==> src/rtl/sound_tone_sequencer_if.sv <==
// Game-logic side bundle for sound_tone_sequencer: sound requests and mute in,
// ack/busy/active_id status and the square-wave tone out.
interface sound_tone_sequencer_if;
  logic [3:0] req;
  logic       mute;
  logic [3:0] ack;
  logic       busy;
  logic [1:0] active_id;
  logic       tone_out;

  modport master (
    output req, mute,
    input  ack, busy, active_id, tone_out
  );

  modport slave (
    input  req, mute,
    output ack, busy, active_id, tone_out
  );
endinterface

==> src/rtl/sound_tone_sequencer.sv <==
// Four-request fixed-priority tone sequencer driving a square-wave output.
// Define SND_PREEMPT_EN to let a higher pending sound abort the tone in PLAY.
module sound_tone_sequencer #(
  parameter int unsigned TICK_DIV   = 50000,
  parameter int unsigned HALF_PER_0 = 113636,
  parameter int unsigned HALF_PER_1 = 56818,
  parameter int unsigned HALF_PER_2 = 28409,
  parameter int unsigned HALF_PER_3 = 14204,
  parameter int unsigned DUR_0      = 200,
  parameter int unsigned DUR_1      = 200,
  parameter int unsigned DUR_2      = 200,
  parameter int unsigned DUR_3      = 200,
  parameter int unsigned GAP_TICKS  = 20
) (
  input  logic                   ref_clk,
  input  logic                   reset,
  sound_tone_sequencer_if.slave  snd
);

  localparam int unsigned PW = (TICK_DIV > 1) ? $clog2(TICK_DIV) : 1;
  localparam logic [PW-1:0] PRESC_RLD = PW'(TICK_DIV - 1);
  localparam logic [11:0]   GAP_RLD   = 12'(GAP_TICKS);

  typedef enum logic [1:0] {S_IDLE, S_LOAD, S_PLAY, S_GAP} state_e;

  function automatic logic [19:0] half_reload(input logic [1:0] id);
    int unsigned hp;
    case (id)
      2'd0:    hp = HALF_PER_0;
      2'd1:    hp = HALF_PER_1;
      2'd2:    hp = HALF_PER_2;
      default: hp = HALF_PER_3;
    endcase
    if (hp == 0) hp = 1;
    return 20'(hp - 1);
  endfunction

  function automatic logic [11:0] dur_of(input logic [1:0] id);
    case (id)
      2'd0:    return 12'(DUR_0);
      2'd1:    return 12'(DUR_1);
      2'd2:    return 12'(DUR_2);
      default: return 12'(DUR_3);
    endcase
  endfunction

  function automatic logic [1:0] top_idx(input logic [3:0] p);
    if (p[3])      return 2'd3;
    else if (p[2]) return 2'd2;
    else if (p[1]) return 2'd1;
    else           return 2'd0;
  endfunction

  state_e        state_q, state_d;
  logic [3:0]    pending_q, pending_d;
  logic [1:0]    id_q, id_d;
  logic [3:0]    ack_q, ack_d;
  logic          busy_q;
  logic          tone_q, tone_d;
  logic          tone_out_q;
  logic [19:0]   half_q, half_d;
  logic [PW-1:0] presc_q, presc_d;
  logic [11:0]   cnt_q, cnt_d;
  logic          tick;
`ifdef SND_PREEMPT_EN
  logic [3:0]    above;
`endif

  always_ff @(posedge ref_clk or posedge reset) begin
    if (reset) begin
      state_q    <= S_IDLE;
      pending_q  <= '0;
      id_q       <= '0;
      ack_q      <= '0;
      busy_q     <= 1'b0;
      tone_q     <= 1'b0;
      tone_out_q <= 1'b0;
      half_q     <= '0;
      presc_q    <= '0;
      cnt_q      <= '0;
    end else begin
      state_q    <= state_d;
      pending_q  <= pending_d;
      id_q       <= id_d;
      ack_q      <= ack_d;
      busy_q     <= (state_d != S_IDLE);
      tone_q     <= tone_d;
      tone_out_q <= tone_d & ~snd.mute;
      half_q     <= half_d;
      presc_q    <= presc_d;
      cnt_q      <= cnt_d;
    end
  end

  // cnt_q holds remaining duration ticks in PLAY and remaining gap ticks in GAP.
  always_comb begin
    state_d   = state_q;
    pending_d = pending_q;
    id_d      = id_q;
    ack_d     = '0;
    tone_d    = tone_q;
    half_d    = half_q;
    presc_d   = presc_q;
    cnt_d     = cnt_q;
    tick      = (presc_q == '0);
`ifdef SND_PREEMPT_EN
    above     = '0;
`endif

    case (state_q)
      S_IDLE: begin
        if (pending_q != '0) begin
          state_d                  = S_LOAD;
          id_d                     = top_idx(pending_q);
          ack_d[top_idx(pending_q)] = 1'b1;
        end
      end

      S_LOAD: begin
        pending_d[id_q] = 1'b0;
        half_d          = half_reload(id_q);
        presc_d         = PRESC_RLD;
        tone_d          = 1'b0;
        if (dur_of(id_q) == '0) begin
          state_d = S_GAP;
          cnt_d   = GAP_RLD;
        end else begin
          state_d = S_PLAY;
          cnt_d   = dur_of(id_q);
        end
      end

      S_PLAY: begin
        if (half_q == '0) begin
          tone_d = ~tone_q;
          half_d = half_reload(id_q);
        end else begin
          half_d = half_q - 20'd1;
        end
        if (tick) begin
          presc_d = PRESC_RLD;
          cnt_d   = cnt_q - 12'd1;
        end else begin
          presc_d = presc_q - PW'(1);
        end
        if (tick && cnt_q == 12'd1) begin
          state_d = S_GAP;
          tone_d  = 1'b0;
          cnt_d   = GAP_RLD;
          presc_d = PRESC_RLD;
        end
`ifdef SND_PREEMPT_EN
        // Preemption overrides a same-cycle PLAY->GAP transition.
        above = pending_q & (4'b1110 << id_q);
        if (above != '0) begin
          state_d               = S_LOAD;
          id_d                  = top_idx(above);
          ack_d[top_idx(above)] = 1'b1;
          tone_d                = 1'b0;
        end
`endif
      end

      S_GAP: begin
        tone_d = 1'b0;
        if (cnt_q == '0) begin
          state_d = S_IDLE;
          id_d    = '0;
        end else if (tick) begin
          presc_d = PRESC_RLD;
          cnt_d   = cnt_q - 12'd1;
          if (cnt_q == 12'd1) begin
            state_d = S_IDLE;
            id_d    = '0;
          end
        end else begin
          presc_d = presc_q - PW'(1);
        end
      end

      default: begin
        state_d = S_IDLE;
        id_d    = '0;
        tone_d  = 1'b0;
      end
    endcase

    // A request arriving in the serving LOAD cycle re-queues the sound.
    pending_d = pending_d | snd.req;
  end

  assign snd.ack       = ack_q;
  assign snd.busy      = busy_q;
  assign snd.active_id = id_q;
  assign snd.tone_out  = tone_out_q;

endmodule

==> src/flat_wrapper.sv <==
// flat-port wrapper written by rule: the top's interface ports become plain ports
module sound_tone_sequencer_flat 
#(
  parameter int unsigned TICK_DIV   = 50000,
  parameter int unsigned HALF_PER_0 = 113636,
  parameter int unsigned HALF_PER_1 = 56818,
  parameter int unsigned HALF_PER_2 = 28409,
  parameter int unsigned HALF_PER_3 = 14204,
  parameter int unsigned DUR_0      = 200,
  parameter int unsigned DUR_1      = 200,
  parameter int unsigned DUR_2      = 200,
  parameter int unsigned DUR_3      = 200,
  parameter int unsigned GAP_TICKS  = 20
)
  (ref_clk, reset, snd_req, snd_mute, snd_ack, snd_busy, snd_active_id, snd_tone_out);
  sound_tone_sequencer_if snd_i ();
  input  logic ref_clk;
  input  logic reset;
  input wire logic [$bits(snd_i.req)-1:0] snd_req;
  input wire logic [$bits(snd_i.mute)-1:0] snd_mute;
  output wire logic [$bits(snd_i.ack)-1:0] snd_ack;
  output wire logic [$bits(snd_i.busy)-1:0] snd_busy;
  output wire logic [$bits(snd_i.active_id)-1:0] snd_active_id;
  output wire logic [$bits(snd_i.tone_out)-1:0] snd_tone_out;
  assign snd_i.req = snd_req;
  assign snd_i.mute = snd_mute;
  assign snd_ack = snd_i.ack;
  assign snd_busy = snd_i.busy;
  assign snd_active_id = snd_i.active_id;
  assign snd_tone_out = snd_i.tone_out;
  sound_tone_sequencer #(.TICK_DIV(TICK_DIV), .HALF_PER_0(HALF_PER_0), .HALF_PER_1(HALF_PER_1), .HALF_PER_2(HALF_PER_2), .HALF_PER_3(HALF_PER_3), .DUR_0(DUR_0), .DUR_1(DUR_1), .DUR_2(DUR_2), .DUR_3(DUR_3), .GAP_TICKS(GAP_TICKS)) u_core (.ref_clk(ref_clk), .reset(reset), .snd(snd_i));
endmodule
==> config.mk <==
export PLATFORM = sky130hd
export DESIGN_NAME = sound_tone_sequencer_flat
export DESIGN_NICKNAME = d
export VERILOG_FILES = /design/src/rtl/sound_tone_sequencer_if.sv /design/src/rtl/sound_tone_sequencer.sv /design/src/flat_wrapper.sv
export SDC_FILE = /design/constraint.sdc
export NUM_CORES = 1
export LEC_CHECK = 0
export ABC_AREA = 1
export CAP_MARGIN = 10
export CELL_PAD_IN_SITES_DETAIL_PLACEMENT = 2
export CELL_PAD_IN_SITES_GLOBAL_PLACEMENT = 2
export CORE_MARGIN = 5
export CORE_UTILIZATION = 38
export DETAILED_ROUTE_END_ITERATION = 12
export PLACE_DENSITY_LB_ADDON = 0.1
export SLEW_MARGIN = 15
export SYNTH_ARGS = -nofsm -noshare
export SYNTH_HDL_FRONTEND = slang
export SYNTH_SLANG_ARGS = --single-unit
==> constraint.sdc <==
create_clock -name ref_clk -period 7.3 [get_ports ref_clk]
set_clock_uncertainty 0.05 [all_clocks]
set_input_delay 2.19 -clock ref_clk [delete_from_list [all_inputs] [get_ports ref_clk]]
set_output_delay 2.19 -clock ref_clk [all_outputs]
set_load 0.005 [all_outputs]
Word-level counts from Yosys, hierarchy flattened
Cells that the tools add are included.
{"block": "classes", "add_sub_neg": 5, "n_mul": 0, "n_div": 0, "magnitude_cmp": 4, "eq_ne": 10, "shifts": 0, "n_mux": 47, "bitwise": 6, "reduce_logical": 19}
{"operator": "two-way mux 20 bit", "n": 6}
{"operator": "two-way mux 32 bit", "n": 3}
{"operator": "logical NOT 32 bit", "n": 2}
{"operator": "subtractor 20 x 1 -> 20 bit (second input constant)", "n": 3}
{"operator": "case mux 17 bit (3 select lines)", "n": 1}
{"operator": "two-way mux 12 bit", "n": 4}
{"operator": "two-way mux 16 bit", "n": 3}
{"operator": "case mux 16 bit (3 select lines)", "n": 1}
{"operator": "case mux 20 bit (2 select lines)", "n": 1}
{"operator": "case mux 12 bit (3 select lines)", "n": 1}
{"operator": "logical NOT 12 bit", "n": 2}
{"operator": "two-way mux 2 bit", "n": 12}
{"operator": "logical NOT 20 bit", "n": 1}
{"operator": "logical NOT 16 bit", "n": 1}
{"operator": "subtractor 16 x 1 -> 16 bit (second input constant)", "n": 1}
{"operator": "== test 12 x 1 -> 1 bit (second input constant)", "n": 1}
{"operator": "two-way mux 4 bit", "n": 3}
{"operator": "subtractor 12 x 1 -> 12 bit (second input constant)", "n": 1}
{"operator": "two-way mux 8 bit", "n": 1}
{"operator": "case mux 2 bit (4 select lines)", "n": 1}
{"operator": "== test 2 bit (second input constant)", "n": 3}
{"operator": "less-than comparator 2 x 3 -> 1 bit (second input constant)", "n": 2}
{"operator": "two-way mux 1 bit", "n": 6}
{"operator": "inequality test 3 x 1 -> 1 bit (second input constant)", "n": 2}
{"operator": "other kinds (20)", "n": 29}
{"block": "totals", "ff_bits": 63, "latch_bits": 0, "mem_bits_rw": 0, "mem_bits_ro": 0, "input_bits": 7, "output_inout_bits": 8, "word_cells": 101, "mem_count": 0}

Longest topological paths before layout
{"block": "logic_depth", "depth_word": 11, "ltp_mapped": 12, "ltp_nobuf": 12}

Worst setup path after synthesis
Ideal clock, no wire load.
{"block": "synth_path", "path_kind": "register to output", "start": "reg u_core.id_q[0] (netlist: u_core.snd.active_id[0])", "end": "out snd_active_id[0]", "arrival_time_ns": 0.409, "t_required_ns": 5.060, "setup_slack_ns": 4.651, "path_stages_with_launch": 1, "path_buffers": 0, "cell_sequence": "dfrtp_1"}
{"item": "start, declared", "line_no": "sound_tone_sequencer.sv:56", "rtl": "logic [1:0] id_q, id_d;"}
{"item": "start signal, assigned", "line_no": "sound_tone_sequencer.sv:84", "rtl": "id_q <= id_d;"}
{"item": "end, declared", "line_no": "flat_wrapper.sv:23", "rtl": "output wire logic [$bits(snd_i.active_id)-1:0] snd_active_id;"}
No word-level cell between the ends.

Final worst setup path
{"block": "layout_path", "start": "reg u_core.id_q[1] (netlist: u_core.snd.active_id[1])", "end": "out snd_active_id[1]"}
No word-level cell between the ends.

==> flow_summary.json <==
{
  "status": "finished, final reports clean",
  "cp.arrival_ns": 1.35,
  "grt_util_met2_pct": 40.5,
  "setup-violations-final": 0,
  "fmax_ghz": 0.279,
  "clk_latency_ns": 0.37,
  "max_stage_delay_ns": 0.54,
  "initial_utilization_pct": 38.7,
  "synth_seq_area_share_pct": 37.6,
  "synthesis.area_um2": 4190,
  "nFillCells": 1310,
  "gp_congestion": 0.812,
  "cpLargestDelayFamily": "buffers and inverters",
  "ant_nets": 0,
  "nets": 646,
  "synth_async_sr_flop_share_pct": 100,
  "period_minus_slack_ns": 3.59,
  "cts_sinks": 63,
  "clockRootBuffer": "clkbuf_8",
  "yosysTopAreaCellShare_pct": 37.6,
  "startpoint_type": "flip-flop",
  "tightest_slew_ns": 0.932,
  "finalCritPeriodShare_pct": 49.1,
  "powerDensity_nw_per_um2": 374,
  "crit_type": "flip-flop to output pin",
  "power_frac_comb_pct": 52.0,
  "wl_mm": 13.2,
  "post_cts.repair.setup_buffers": 0,
  "synthCells": 605,
  "p_leak_nw": 2.36,
  "port_buffers": 14,
  "diodes": 0,
  "grt_overflow": 0,
  "clockPowerShare_pct": 18.0,
  "cts.path.max_buffers": 2,
  "critPathSlowestCell": "clkdlybuf4s50_1",
  "cp-end-kind": "output pin",
  "clk_pin_slew_ns": 0.07,
  "viasPerCell": 5.21,
  "cts_hold_buf": 0,
  "grt_pass1_vias": 4476,
  "vdd_ir_drop_max_v": 0.000162,
  "syn_nets": 628,
  "cp_max_fo": 6,
  "final_common_cell": "nand2_1",
  "seq_power_share_pct": 30.0,
  "numCtsBuffers": 9,
  "internal_power_mw": 0.878,
  "rsz0062_at_grt": "no",
  "avgSynthCellArea_um2": 6.93,
  "cts_resized": 0,
  "mostFrequentLayoutCells": "nand2_1, nor2_1, inv_1",
  "drcViolationCount": 0,
  "cp_cell_sequence": "clkdlybuf4s50_1",
  "yosysWarningCount": 0,
  "grt.busiest_layer": "met2",
  "ys_ff_latch": 63,
  "fp.dieH_um": 115,
  "cts_tree": "done",
  "vias": 4005,
  "holdWs_ns": 0.432,
  "critPathRequiredTime_ns": 5.06,
  "grt_util_met1_pct": 25.0,
  "synth.distinct_cells": 38,
  "track_usage_pct": 21.7,
  "worst_hold_path_type": "flip-flop to flip-flop",
  "synthTopCellsByArea": "dfrtp_1, nand2_1, nor2_1, nand3_1, inv_1",
  "final_hold_viol_count": 0,
  "rows": 38,
  "die_area_um2": 13200,
  "grt_max_degree": 64,
  "switching_share_pct": 49.8,
  "coreArea_um2": 10800,
  "htreeDepth": 3,
  "grt_antenna_before_repair": 0,
  "critPathBufInv": 1,
  "setup_tns_ns": 0,
  "drv_cap": 0,
  "dieWidth_um": 115,
  "first_pass_iters": 4,
  "drtIter0Drc": 118,
  "max_slew_margin_pct": 37.9,
  "syn2layout_area_growth_pct": 11.3,
  "ys.flop_type": "dfrtp_1",
  "switchingPower_mw": 0.870,
  "use_met3_pct": 3.00,
  "drv_slew": 0,
  "wl_per_cell_um": 17.1,
  "ios": 15,
  "synth-edff-count": 0,
  "yosys.area.top_type": "dfrtp_1",
  "drive_gt1_share_pct": 8.60,
  "grt_pass1_wl_mm": 22.6,
  "place_hpwl_mm": 9.61
}
power groups by stage:
stage / combinational [mW] / sequential [mW] / clock, mW
floorplan: 0.666 / 0.506 / 0
global placement: 0.876 / 0.523 / 0
detailed placement: 0.916 / 0.532 / 0
CTS: 0.931 / 0.525 / 0.320
global route: 1.03 / 0.536 / 0.334
finish: 0.909 / 0.524 / 0.315
final cells by class:
cell class,count,area (µm²),share of cell area [%]
Tap cell,140,175,3.75
Sequential cell,63,1580,33.8
Inverter,75,287,6.14
Clock inverter,3,15.0,0.322
Clock buffer,13,179,3.83
Multi-Input combinational cell,459,2290,49.0
Timing Repair Buffer,15,148,3.16
metrics by stage:
step	utilization, %	setup slack (ns)	total power, mW	cell area, µm²	std cells
finish	43.1	3.71	1.75	4670	768
global route	43.1	3.66	1.90	4670	768
CTS	43.1	3.71	1.78	4670	768
detailed placement	41.3	3.82	1.45	4470	752
global placement	41.3	3.83	1.40	4470	752
floorplan	-	3.49	1.17	4190	605
flip-flops by register name, indices dropped and copies added (netlist names):
signal and count:
u_core.presc_q 16, u_core.snd.tone_out 1, u_core.pending_q 4, u_core.state_q 2, u_core.snd.ack 4, u_core.tone_q 1
u_core.cnt_q 12, u_core.snd.active_id 2, u_core.snd.busy 1, u_core.half_q 20
cell usage after synthesis (7+ instances only):
cell type and count:
o21ai_1 7, nand4_1 13, inv_1 69, a21oi_1 17, nor2_1 82, nand3_1 55, o21ai_0 14, nand2_1 190
dfrtp_1 63, ha_1 16, xor2_1 12
metal layers:
layer | wire (µm) | up-vias
li1 | - | 1937
met1 | 5470 | 2012
met2 | 7220 | 32
met3 | 205 | 24
met4 | 262 | 0
met5 | 0 | -
kinds of logic (layout without fill, tap and decap cells):
family	after synthesis	after routing	share of synthesized area, %
xor gates and xnor gates	15	15	3.13
AOI/OAI and AO/OA	46	46	5.94
buffers and inverters	83	106	7.85
and+or+nand+nor	382	382	40.7
adders and majority gates	16	16	4.77
DFF	63	63	37.6
worst paths after layout:
check / depth (start not counted) / slack (ns) / end / start
setup reg to reg: 8 / 4.58 / u_core.half_q[12] / u_core.state_q[1]
min in group asynchronous: 3 / 2.33 / u_core.half_q[13] / reset
hold reg to reg: 1 / 0.43 / u_core.cnt_q[0] / u_core.cnt_q[0]
max in group asynchronous: 3 / 4.28 / u_core.cnt_q[11] / reset
hold / removal: 1 / 0.43 / u_core.cnt_q[0] / u_core.cnt_q[0]
setup / recovery: 1 / 3.71 / snd_active_id[1] / u_core.snd.active_id[1]
Note: power is estimated with default switching activity, not from simulation.
